**config.mk**
```make
export PLATFORM = sky130hd
export DESIGN_NAME = vec_alu_lanes
export DESIGN_NICKNAME = d
export VERILOG_FILES = /design/src/rtl/vec_alu_pkg.sv /design/src/rtl/alu_lane.sv /design/src/rtl/vec_alu_lanes.sv
export SDC_FILE = /design/constraint.sdc
export NUM_CORES = 1
export LEC_CHECK = 0
export ABC_CLOCK_PERIOD_IN_PS = 4300
export BUFFER_PORTS_ARGS = -buffer_cell sky130_fd_sc_hd__buf_4
export CAP_MARGIN = 20
export CORE_ASPECT_RATIO = 0.9
export CORE_UTILIZATION = 53
export DETAILED_ROUTE_END_ITERATION = 12
export GPL_TIMING_DRIVEN = 0
export PLACE_DENSITY = 0.76
export SYNTH_ARGS = -nofsm -noshare
export SYNTH_HDL_FRONTEND = slang
export SYNTH_SLANG_ARGS = --single-unit
```
**constraint.sdc**
```tcl
create_clock -name clk -period 4.3 [get_ports clk]
set_input_delay 0.215 -clock clk [delete_from_list [all_inputs] [get_ports clk]]
set_output_delay 0.215 -clock clk [all_outputs]
set_load 0.005 [all_outputs]
```
**src/rtl/vec_alu_pkg.sv**
```systemverilog
// Shared opcodes, FSM state encoding and operand-select helper for the vector ALU.
package vec_alu_pkg;

   localparam int unsigned OP_W = 4;

   localparam logic [OP_W-1:0] OP_OR    = 4'b0000;
   localparam logic [OP_W-1:0] OP_ADD   = 4'b0001;
   localparam logic [OP_W-1:0] OP_SUB   = 4'b0010;
   localparam logic [OP_W-1:0] OP_XOR_S = 4'b0101;
   localparam logic [OP_W-1:0] OP_SHL_S = 4'b0110;
   localparam logic [OP_W-1:0] OP_SHR_S = 4'b0111;
   localparam logic [OP_W-1:0] OP_ROL_S = 4'b1000;
   localparam logic [OP_W-1:0] OP_ROR_S = 4'b1001;
   localparam logic [OP_W-1:0] OP_ADD_S = 4'b1010;
   localparam logic [OP_W-1:0] OP_SUB_S = 4'b1011;
   localparam logic [OP_W-1:0] OP_VFS   = 4'b1111;

   typedef enum logic [1:0] {
      ST_IDLE  = 2'd0,
      ST_RUN   = 2'd1,
      ST_DRAIN = 2'd2
   } state_t;

   // True for opcodes whose second operand is the broadcast scalar.
   function automatic logic is_escalar(input logic [OP_W-1:0] op);
      case (op)
         OP_XOR_S, OP_SHL_S, OP_SHR_S, OP_ROL_S,
         OP_ROR_S, OP_ADD_S, OP_SUB_S: is_escalar = 1'b1;
         default:                      is_escalar = 1'b0;
      endcase
   endfunction

endpackage

```
**src/rtl/alu_lane.sv**
```systemverilog
// Single-element combinational ALU; b is either the lane operand or the broadcast scalar.
module alu_lane
   import vec_alu_pkg::*;
#(
   parameter int unsigned DATA_W = 8
) (
   input  logic [OP_W-1:0]   opcode,
   input  logic [DATA_W-1:0] a,
   input  logic [DATA_W-1:0] b,
   output logic [DATA_W-1:0] y
);

   localparam int unsigned       ROT_W = (DATA_W > 1) ? $clog2(DATA_W) : 1;
   localparam logic [DATA_W-1:0] W_VAL = DATA_W'(DATA_W);

   logic             amt_big;
   logic [ROT_W-1:0] rot_amt;

   // Opcode decode; unknown opcodes produce zero.
   always_comb begin
      y       = '0;
      amt_big = (b >= W_VAL);
      rot_amt = ROT_W'(b % W_VAL);
      case (opcode)
         OP_OR:            y = a | b;
         OP_ADD, OP_VFS:   y = a + b;
         OP_SUB:           y = a - b;
         OP_XOR_S:         y = a ^ b;
         OP_SHL_S:         y = amt_big ? '0 : (a << b);
         OP_SHR_S:         y = amt_big ? '0 : (a >> b);
         OP_ROL_S:         y = DATA_W'(({a, a} << rot_amt) >> DATA_W);
         OP_ROR_S:         y = DATA_W'({a, a} >> rot_amt);
         OP_ADD_S:         y = a + b;
         OP_SUB_S:         y = a - b;
         default:          y = '0;
      endcase
   end

endmodule

```
**src/rtl/vec_alu_lanes.sv**
```systemverilog
// Multi-lane vector ALU: one command streams ceil(vlen/LANES) masked result beats.
module vec_alu_lanes
   import vec_alu_pkg::*;
#(
   parameter  int unsigned DATA_W   = 8,
   parameter  int unsigned LANES    = 4,
   parameter  int unsigned MAX_VLEN = 64,
   localparam int unsigned VLEN_W   = $clog2(MAX_VLEN + 1),
   localparam int unsigned BEAT_W   = $clog2(MAX_VLEN / LANES + 1)
) (
   input  logic                    clk,
   input  logic                    rst,
   input  logic                    cmd_valid,
   output logic                    cmd_ready,
   input  logic [OP_W-1:0]         cmd_opcode,
   input  logic [VLEN_W-1:0]       cmd_vlen,
   input  logic [DATA_W-1:0]       cmd_escalar,
   input  logic                    in_valid,
   output logic                    in_ready,
   input  logic [LANES*DATA_W-1:0] val_a,
   input  logic [LANES*DATA_W-1:0] val_b,
   output logic                    out_valid,
   input  logic                    out_ready,
   output logic [LANES*DATA_W-1:0] resultado,
   output logic [LANES-1:0]        out_mask,
   output logic                    out_last,
   output logic                    busy
);

   localparam int unsigned IDX_W = VLEN_W + BEAT_W;

   state_t                  state, state_nx;
   logic [OP_W-1:0]         op_q;
   logic [DATA_W-1:0]       esc_q;
   logic [VLEN_W-1:0]       vlen_q;
   logic [BEAT_W-1:0]       beats_rem;
   logic [BEAT_W-1:0]       beat_idx;
   logic [VLEN_W-1:0]       vlen_eff_c;
   logic [BEAT_W-1:0]       beats_c;
   logic                    cmd_fire;
   logic                    beat_fire;
   logic [LANES-1:0]        live;
   logic [LANES*DATA_W-1:0] res_c;
   logic [DATA_W-1:0]       lane_y [LANES];

   // Clamp requested length and derive the beat count of the offered command.
   always_comb begin
      vlen_eff_c = (cmd_vlen > VLEN_W'(MAX_VLEN)) ? VLEN_W'(MAX_VLEN) : cmd_vlen;
      beats_c    = BEAT_W'((IDX_W'(vlen_eff_c) + IDX_W'(LANES - 1)) / IDX_W'(LANES));
   end

   // State register.
   always_ff @(posedge clk) begin
      if (rst) state <= ST_IDLE;
      else     state <= state_nx;
   end

   // Next state and handshake readies.
   always_comb begin
      state_nx  = state;
      cmd_ready = 1'b0;
      in_ready  = 1'b0;
      case (state)
         ST_IDLE: begin
            cmd_ready = 1'b1;
            if (cmd_valid && (beats_c != '0)) state_nx = ST_RUN;
         end
         ST_RUN: begin
            in_ready = !out_valid || out_ready;
            if (in_valid && in_ready && (beats_rem == BEAT_W'(1))) state_nx = ST_DRAIN;
         end
         ST_DRAIN: begin
            if (out_valid && out_ready && out_last) state_nx = ST_IDLE;
         end
         default: state_nx = ST_IDLE;
      endcase
   end

   assign cmd_fire  = cmd_valid && cmd_ready;
   assign beat_fire = in_valid && in_ready;
   assign busy      = (state != ST_IDLE) || out_valid;

   // Latched command and beat counters.
   always_ff @(posedge clk) begin
      if (rst) begin
         op_q      <= '0;
         esc_q     <= '0;
         vlen_q    <= '0;
         beats_rem <= '0;
         beat_idx  <= '0;
      end else if (cmd_fire) begin
         op_q      <= cmd_opcode;
         esc_q     <= cmd_escalar;
         vlen_q    <= vlen_eff_c;
         beats_rem <= beats_c;
         beat_idx  <= '0;
      end else if (beat_fire) begin
         beats_rem <= beats_rem - BEAT_W'(1);
         beat_idx  <= beat_idx + BEAT_W'(1);
      end
   end

   // Per-lane ALUs with scalar broadcast on the second operand.
   for (genvar g = 0; g < LANES; g++) begin : g_lane
      logic [DATA_W-1:0] opb;
      assign opb = is_escalar(op_q) ? esc_q : val_b[g*DATA_W +: DATA_W];
      alu_lane #(.DATA_W(DATA_W)) u_lane (
         .opcode (op_q),
         .a      (val_a[g*DATA_W +: DATA_W]),
         .b      (opb),
         .y      (lane_y[g])
      );
   end

   // Tail mask: lane is live while its element index is below the vector length.
   always_comb begin
      live  = '0;
      res_c = '0;
      for (int i = 0; i < LANES; i++) begin
         live[i] = (IDX_W'(beat_idx) * IDX_W'(LANES) + IDX_W'(i)) < IDX_W'(vlen_q);
         res_c[i*DATA_W +: DATA_W] = live[i] ? lane_y[i] : '0;
      end
   end

   // Result stage: load on accepted beat, hold under backpressure, retire on out_ready.
   always_ff @(posedge clk) begin
      if (rst) begin
         out_valid <= 1'b0;
         resultado <= '0;
         out_mask  <= '0;
         out_last  <= 1'b0;
      end else if (beat_fire) begin
         out_valid <= 1'b1;
         resultado <= res_c;
         out_mask  <= live;
         out_last  <= (beats_rem == BEAT_W'(1));
      end else if (out_ready) begin
         out_valid <= 1'b0;
      end
   end

endmodule

```
==> results of run 1 <==
[sequential cells by signal, indices dropped and copies added, names as in the netlist]
register and flops:
state 2, esc_q 8, out_valid 1, resultado 32, beats_rem 5, beat_idx 5
out_last 1, vlen_q 7, out_mask 4, op_q 4
[report_power, final]
group / leakage (nW) / total, mW / internal (mW) / switching, mW
clock network: 0.135 / 0.794 / 0.449 / 0.345
registers: 0.560 / 0.693 / 0.666 / 0.0269
logic: 3.66 / 1.62 / 0.623 / 1.00
[per-stage QoR]
step | area (um2) | setup TNS, ns | cells | hold slack, ns | setup WS [ns]
2_1_floorplan | 9090 | 0 | 1277 | 0.351 | 0.727
3_3_place_gp | 10300 | -2.70 | 1615 | 0.445 | -0.383
3_5_place_dp | 10300 | -3.19 | 1617 | 0.466 | -0.404
4_1_cts | 10600 | 0 | 1630 | 0.116 | 0.0345
5_1_grt | 10700 | 0 | 1633 | 0.122 | 0.00182
6_report | 10700 | 0 | 1633 | 0.109 | 0.177
[final timing paths]
path                                end  slack [ns]  depth (start not counted)
max          resultado[22]$_SDFFE_PP0P_        0.18                         16
min               esc_q[4]$_SDFFE_PP0P_        0.11                          3
max reg2reg  resultado[22]$_SDFFE_PP0P_        0.18                         16
min reg2reg      vlen_q[5]$_SDFFE_PP0P_        0.48                          2
[logic make-up (layout without fill, tap and decap cells)]
logic type                 count (synthesis)  in the layout  share of synthesized area
DFF                                       69             69                      0.152
adders and majority gates                 61             61                     0.0873
and+or+nand+nor                          422            422                      0.221
buffers and inverters                    145            290                     0.0714
muxes                                     47             47                     0.0556
AOI/OAI and AO/OA                        472            472                      0.353
xor gates and xnor gates                  61             61                     0.0603
[placed cells by master (no fill, tap or decap), drive strengths merged, types with 39 or more instances in the layout]
| master | count |
|---|---|
| buf | 166 |
| nand2 | 160 |
| a21oi | 125 |
| o21ai | 93 |
| nor2 | 80 |
| dfxtp | 69 |
| inv | 63 |
| ha | 57 |
| clkbuf | 54 |
| nand3 | 46 |
| nor3 | 39 |
[per-layer routing]
| layer | wire (um) | up-vias | track usage |
|---|---|---|---|
| met4 | 2820 | 0 | 0.268 |
| met3 | 5960 | 222 | 0.116 |
| met2 | 17000 | 980 | 0.686 |
| met1 | 16200 | 5375 | 0.619 |
| met5 | 0 | - | 0 |
| li1 | - | 5062 | - |
[what timing repair did]
| item | in CTS | in global routing |
|---|---|---|
| cloned | 0 | 0 |
| setup buffers | 0 | 3 |
| pin swaps | 0 | 1 |
| resized for setup | 5 | 4 |
| endpoints found under the setup margin | 15 | 12 |
[critical path, delay by kind of cell, from the launching register on]
kind,cells,cell delay [ns]
AOI/OAI and AO/OA,8,1.86
xor gates and xnor gates,2,0.40
adders and majority gates,1,0.31
buffers and inverters,3,0.86
DFF,1,0.31
and+or+nand+nor,2,0.28
[cell usage after synthesis (21+ instances only)]
cell type,n
xnor2_1,33
dfxtp_1,69
nor2_1,77
inv_1,59
a31oi_1,21
a211oi_1,22
o211ai_1,35
ha_1,57
nand2_1,158
nor3_1,37
clkbuf_1,46
a221oi_1,34
nand3_1,46
mux2i_1,37
o21ai_0,82
xor2_1,27
a21oi_1,123
[area by class of cell]
cell class	count	area, um2
flip-flops and latches	69	1380
clock buffers	10	229
plain buffers	76	400
well taps	211	264
multi-input cells	1063	7070
fillers	1550	6180
clock inverters	5	62.6
inverters	65	244
repair buffers	134	1000
==> metrics.md, run 1 <==
| Metric | Value |
|---|---|
| Status | `completed` |
| Yosys Warn Count | `0` |
| Drt first pass iters | `8` |
| Critical path cell sequence | `buf_4 -> o21ai_4 -> a21oi_2 -> o21ai_2 -> clkinv_1 -> buf_2 -> xnor2_1 -> ha_1 -> nor2b_1 -> o21ai_0 -> nand2b_1 -> a21o_1 -> a21oi_1 -> xor2_1 -> o22ai_1 -> o31a_1` |
| GPL Wtd Cong | `1.05` |
| Grt ovf | `0` |
| Post-Syn Area | `0.00909 mm2` |
| Crit path max fanout | `10` |
| Ys flop type | `dfxtp_1` |
| CTS buffer count | `9` |
| Final Hold Viols | `0` |
| Clk root buf | `clkbuf_16` |
| Max-cap viol count | `0` |
| Largest cells by area after synthesis | `dfxtp_1, ha_1, a21oi_1` |
| Number of DRC markers in iteration 0 | `1646` |
| Initial Utilization | `0.540` |
| Core area | `0.0168 mm2` |
| Final Net Count | `1567` |
| Max-slew headroom | `0.219` |
| Distinct cells, synth | `93` |
| GRT Overall Usage | `0.467` |
| First-pass GRT wire length | `62.3 mm` |
| PortBufs | `127` |
| CP Data Arrival Time | `4.37 ns` |
| Final min period | `4.12 ns` |
| Tcrit/Tclk final | `0.959` |
| Sequential area share after synthesis | `0.152` |
| PwrDens | `292 mW/mm2` |
| Fmax | `243 MHz` |
| Share of layout cells above drive strength 1 | `0.159` |
| Clock transition at path regs | `0.06 ns` |
| WS Path Type | `register to register` |
| Total number of vias | `11.6k` |
| Dpl hpwl | `31.4 mm` |
| Max VDD drop | `0.000193 V` |
| # setup viols final | `0` |
| CP Launch Point | `op_q[0]$_SDFFE_PP0P_` |
| Critical Path RT | `4.55 ns` |
| Util after Layout | `0.633` |
| Clk_skew | `0.0138 ns` |
| P&R area growth vs syn | `17.2%` |
| RSZ-0062 raised after global routing | `false` |
| Avg Vias per Cell | `7.13` |
| Cts hold-fix bufs | `0` |
| Number of antenna violations at the first check in global routing | `1` |
| Final WL | `42.0 mm` |
| Ys async rst share | `0` |
| Post-synth EDFFs | `0` |
| Placement Rows | `45` |
| Start of the worst register-to-register path | `op_q[0]$_SDFFE_PP0P_` |
| Register bit count reported by yosys | `69` |
| Leak | `4.35 nW` |
| DRC Markers | `0` |
| Syn nets | `1426` |
| Syn Inst Count | `1277` |
| Worst slew pin tran | `1.17 ns` |
| Die extent in x | `140 um` |
| Startpoint types | `register` |
| Clk_lat worst skew | `0.36 ns` |
| CP max-delay cell | `clkinv_1` |
| Vias in the first global route | `10.6k` |
| ANT nets after route | `0` |
| Worst min-delay path class | `input port to register` |
| CTS tree | `yes` |
| Synth area leader | `dfxtp_1` |
| Die area | `0.0177 mm2` |
| Hold Crit Start | `cmd_escalar[4]` |
| Average size of a mapped cell | `7.12 um2` |
| Io pins | `129` |
| Clock Path Buffers | `2` |
| Slew Limit Fails | `0` |
| Routed WL per cell | `25.7 um` |
| Critical Path End Type | `register` |
| Pin count of the biggest net entering global routing | `20` |
| H-tree Lvls | `3` |
| Synth top area share | `0.152` |
| Ant. Diodes | `0` |
| Die Height | `126 um` |
| Clk sinks | `69` |
| Total power | `3.11 mW` |
| CP max stage delay | `0.37 ns` |
Power figures use the tool's default switching activity.
==> run 2, diff against run 1 <==
--- a/config.mk
+++ b/config.mk
@@ -5,6 +5,7 @@
 export SDC_FILE = /design/constraint.sdc
 export NUM_CORES = 1
 export LEC_CHECK = 0
+export ABC_AREA = 1
 export ABC_CLOCK_PERIOD_IN_PS = 4300
 export BUFFER_PORTS_ARGS = -buffer_cell sky130_fd_sc_hd__buf_4
 export CAP_MARGIN = 20
@@ -12,7 +13,8 @@
 export CORE_UTILIZATION = 53
 export DETAILED_ROUTE_END_ITERATION = 12
 export GPL_TIMING_DRIVEN = 0
-export PLACE_DENSITY = 0.76
+export PLACE_DENSITY_LB_ADDON = 0.12
+export SKIP_LAST_GASP = 1
 export SYNTH_ARGS = -nofsm -noshare
 export SYNTH_HDL_FRONTEND = slang
 export SYNTH_SLANG_ARGS = --single-unit
==> metrics.md, run 2 <==
| Metric | Value |
|---|---|
| Drt first pass iters | `6 (was 8)` |
| Total power | `3.54 mW (was 3.11 mW)` |
| CTS buffer count | `9 (unchanged)` |
| Clock transition at path regs | `0.06 ns (about the same)` |
| Commonest cells after routing, fill and taps aside | `nand2_1, nand3_1, inv_1 (was nand2_1, buf_4, a21oi_1)` |
| DRC Markers | `0 (unchanged)` |
| Syn nets | `1878 (was 1426)` |
| Register bit count reported by yosys | `69 (unchanged)` |
| Clk sinks | `69 (unchanged)` |
| Post-synth EDFFs | `0 (unchanged)` |
| Slew Limit Fails | `0 (unchanged)` |
| Status | `completed (unchanged)` |
| Yosys Warn Count | `0 (unchanged)` |
| Sequential area share after synthesis | `0.144 (was 0.152)` |
| Vias in the first global route | `11.2k (was 10.6k)` |
| GPL Wtd Cong | `1.05 (about the same)` |
| Clk_lat worst skew | `0.36 ns (about the same)` |
| GRT Overall Usage | `0.416 (was 0.467)` |
| Max VDD drop | `0.000186 V (was 0.000193 V)` |
| Worst min-delay path class | `input port to register (unchanged)` |
| Tcrit/Tclk final | `0.942 (was 0.959)` |
| Ys flop type | `dfxtp_1 (unchanged)` |
| Clock Path Buffers | `2 (unchanged)` |
| Most numerous cell in the Yosys netlist | `nand2_1 (unchanged)` |
| Largest cells by area after synthesis | `nand2_1, nand3_1, dfxtp_1 (was dfxtp_1, ha_1, a21oi_1)` |
| Pin count of the biggest net entering global routing | `13 (was 20)` |
| Fmax | `247 MHz (was 243 MHz)` |
| # fillers | `1717 (was 1550)` |
| Ys async rst share | `0 (unchanged)` |
| Critical Path End Type | `register (unchanged)` |
| Commonest non-fill, non-tap cell in the layout | `nand2_1 (unchanged)` |
| H-tree Lvls | `3 (unchanged)` |
| # setup viols final | `0 (unchanged)` |
| Share of layout cells above drive strength 1 | `0.144 (was 0.159)` |
| Die extent in x | `144 um (was 140 um)` |
| Startpoint types | `register (unchanged)` |
| Dpl hpwl | `30.2 mm (was 31.4 mm)` |
| CP Launch Point | `op_q[3]$_SDFFE_PP0P_ (was op_q[0]$_SDFFE_PP0P_)` |
| Average size of a mapped cell | `5.56 um2 (was 7.12 um2)` |
| CTS tree | `yes (unchanged)` |
| CP Data Arrival Time | `4.33 ns (was 4.37 ns)` |
| Final Hold Viols | `0 (unchanged)` |
| Max-slew headroom | `0.275 (was 0.219)` |
| Total number of vias | `12.7k (was 11.6k)` |
| Synth top area share | `0.208 (was 0.152)` |
| WS Path Type | `register to register (unchanged)` |
| First-pass GRT wire length | `59.4 mm (was 62.3 mm)` |
| Max FFs per register | `32 (unchanged)` |
| Critical Path RT | `4.57 ns (was 4.55 ns)` |
| Worst slew pin tran | `1.09 ns (was 1.17 ns)` |
| Max-cap viol count | `0 (unchanged)` |
| RSZ-0062 raised after global routing | `false (unchanged)` |
| Avg Vias per Cell | `6.00 (was 7.13)` |
| Distinct cells, synth | `52 (was 93)` |
| Ant. Diodes | `0 (unchanged)` |
| Synth area leader | `nand2_1 (was dfxtp_1)` |
| Top flop regs | `resultado: 32 flops, esc_q: 8 flops, vlen_q: 7 flops (unchanged)` |
| Number of antenna violations at the first check in global routing | `0 (was 1)` |
| Final WL | `39.2 mm (was 42.0 mm)` |
| Cts hold-fix bufs | `0 (unchanged)` |
| Routed WL per cell | `18.5 um (was 25.7 um)` |
| P&R area growth vs syn | `16.8% (was 17.2%)` |
| Clk root buf | `clkbuf_16 (unchanged)` |
| Initial Utilization | `0.544 (was 0.540)` |
| Number of DRC markers in iteration 0 | `1683 (was 1646)` |
| Hold Crit Start | `cmd_escalar[3] (was cmd_escalar[4])` |
| Crit path max fanout | `10 (unchanged)` |
| Core area | `0.0177 mm2 (was 0.0168 mm2)` |
| Final min period | `4.05 ns (was 4.12 ns)` |
| ANT nets after route | `0 (unchanged)` |
| Placement Rows | `46 (was 45)` |
| Post-Syn Area | `0.00962 mm2 (was 0.00909 mm2)` |
| Worst Hold Margin | `0.0809 ns (was 0.109 ns)` |
| PortBufs | `127 (unchanged)` |
| Syn Inst Count | `1729 (was 1277)` |
| Final Net Count | `2018 (was 1567)` |
| Start of the worst register-to-register path | `op_q[3]$_SDFFE_PP0P_ (was op_q[0]$_SDFFE_PP0P_)` |
| Die area | `0.0187 mm2 (was 0.0177 mm2)` |
| Leak | `5.74 nW (was 4.35 nW)` |
| Io pins | `129 (unchanged)` |
| Top reg by flops | `resultado (unchanged)` |
| Grt ovf | `0 (unchanged)` |
| Top post-synthesis cells by count | `nand2_1, nand3_1, inv_1 (was nand2_1, a21oi_1, o21ai_0)` |
| PwrDens | `315 mW/mm2 (was 292 mW/mm2)` |
| Die Height | `130 um (was 126 um)` |
| Clk_skew | `0.0107 ns (was 0.0138 ns)` |
## run 2: worst max-delay path: stages (launching register included)
cell,delay [ns]
dfxtp_1,0.39
inv_2,0.10
nor2_2,0.05
inv_2,0.15
buf_2,0.31
nand3_1,0.12
nand2_1,0.41
clkbuf_1,0.52
xor2_1,0.21
inv_1,0.06
ha_1,0.32
a21oi_1,0.13
nand2_1,0.10
nand2_1,0.09
a21boi_0,0.11
o21ai_0,0.19
nand2_1,0.07
o211ai_1,0.32
nor2_1,0.07
nand2_1,0.07
nand2_1,0.05
a21oi_1,0.14
## run 2: final cells by class
cell class	instances	area [um2]	area share
Clock buffer	11	243	0.0216
Sequential cell	69	1380	0.123
Inverter	200	751	0.0668
Clock inverter	5	83.8	0.00746
Multi-Input combinational cell	1400	7190	0.640
Buffer	60	319	0.0284
Timing Repair Buffer	129	968	0.0862
Tap cell	240	300	0.0267
## run 2: repair_timing
action / 4_1_cts / 5_1_grt
endpoints found under the setup margin: 17 / 6
resized for setup: 3 / 3
buffers inserted: 0 / 2
cloned: 0 / 0
hold endpoints to repair: 0 / 0
## run 2: worst paths after layout
| kind | end | slack, ns | depth (start not counted) |
|---|---|---|---|
| worst max-delay path | resultado[5]$_SDFFE_PP0P_ | 0.25 | 21 |
| worst min-delay path | esc_q[3]$_SDFFE_PP0P_ | 0.08 | 3 |
| worst max register to register | resultado[5]$_SDFFE_PP0P_ | 0.25 | 21 |
| worst min register to register | resultado[8]$_SDFFE_PP0P_ | 0.46 | 2 |
## run 2: kinds of logic (layout without fill, tap and decap cells)
family / count (synthesis) / after routing / share of synthesized area
fa+ha+maj: 61 / 61 / 0.0825
buf+inv: 260 / 405 / 0.110
compound gates: 241 / 241 / 0.143
xor+xnor: 32 / 32 / 0.0291
flops: 69 / 69 / 0.144
simple gates: 1066 / 1066 / 0.491
## run 2: per-layer routing
metal | global-route usage | up-vias | share of wire | routed length (um)
met2 | 0.634 | 909 | 0.42 | 16400
met3 | 0.0943 | 140 | 0.13 | 5140
met4 | 0.205 | 0 | 0.049 | 1940
met5 | 0 | - | 0 | 0
li1 | - | 5977 | - | -
met1 | 0.551 | 5661 | 0.40 | 15700
## run 2: metrics by stage
stage                     setup TNS (ns)  utilization  setup slack, ns  instance area [um2]  cells
final                                  0        0.636            0.249                11200   2114
after floorplan                        0            -            0.996                 9620   1729
after global placement             -1.32        0.615           -0.223                10900   2096
after detailed placement           -2.05        0.615           -0.324                10900   2096
after CTS                              0        0.635           0.0968                11200   2112
after global routing                   0        0.636           0.0560                11200   2114
## run 2: report_power, final
part / switching, mW / internal, mW / leakage (nW) / total [mW]
clock network: 0.313 / 0.525 / 0.152 / 0.838
registers: 0.0285 / 0.679 / 0.561 / 0.708
logic: 1.33 / 0.673 / 5.03 / 2.00
total: 1.67 / 1.88 / 5.74 / 3.54
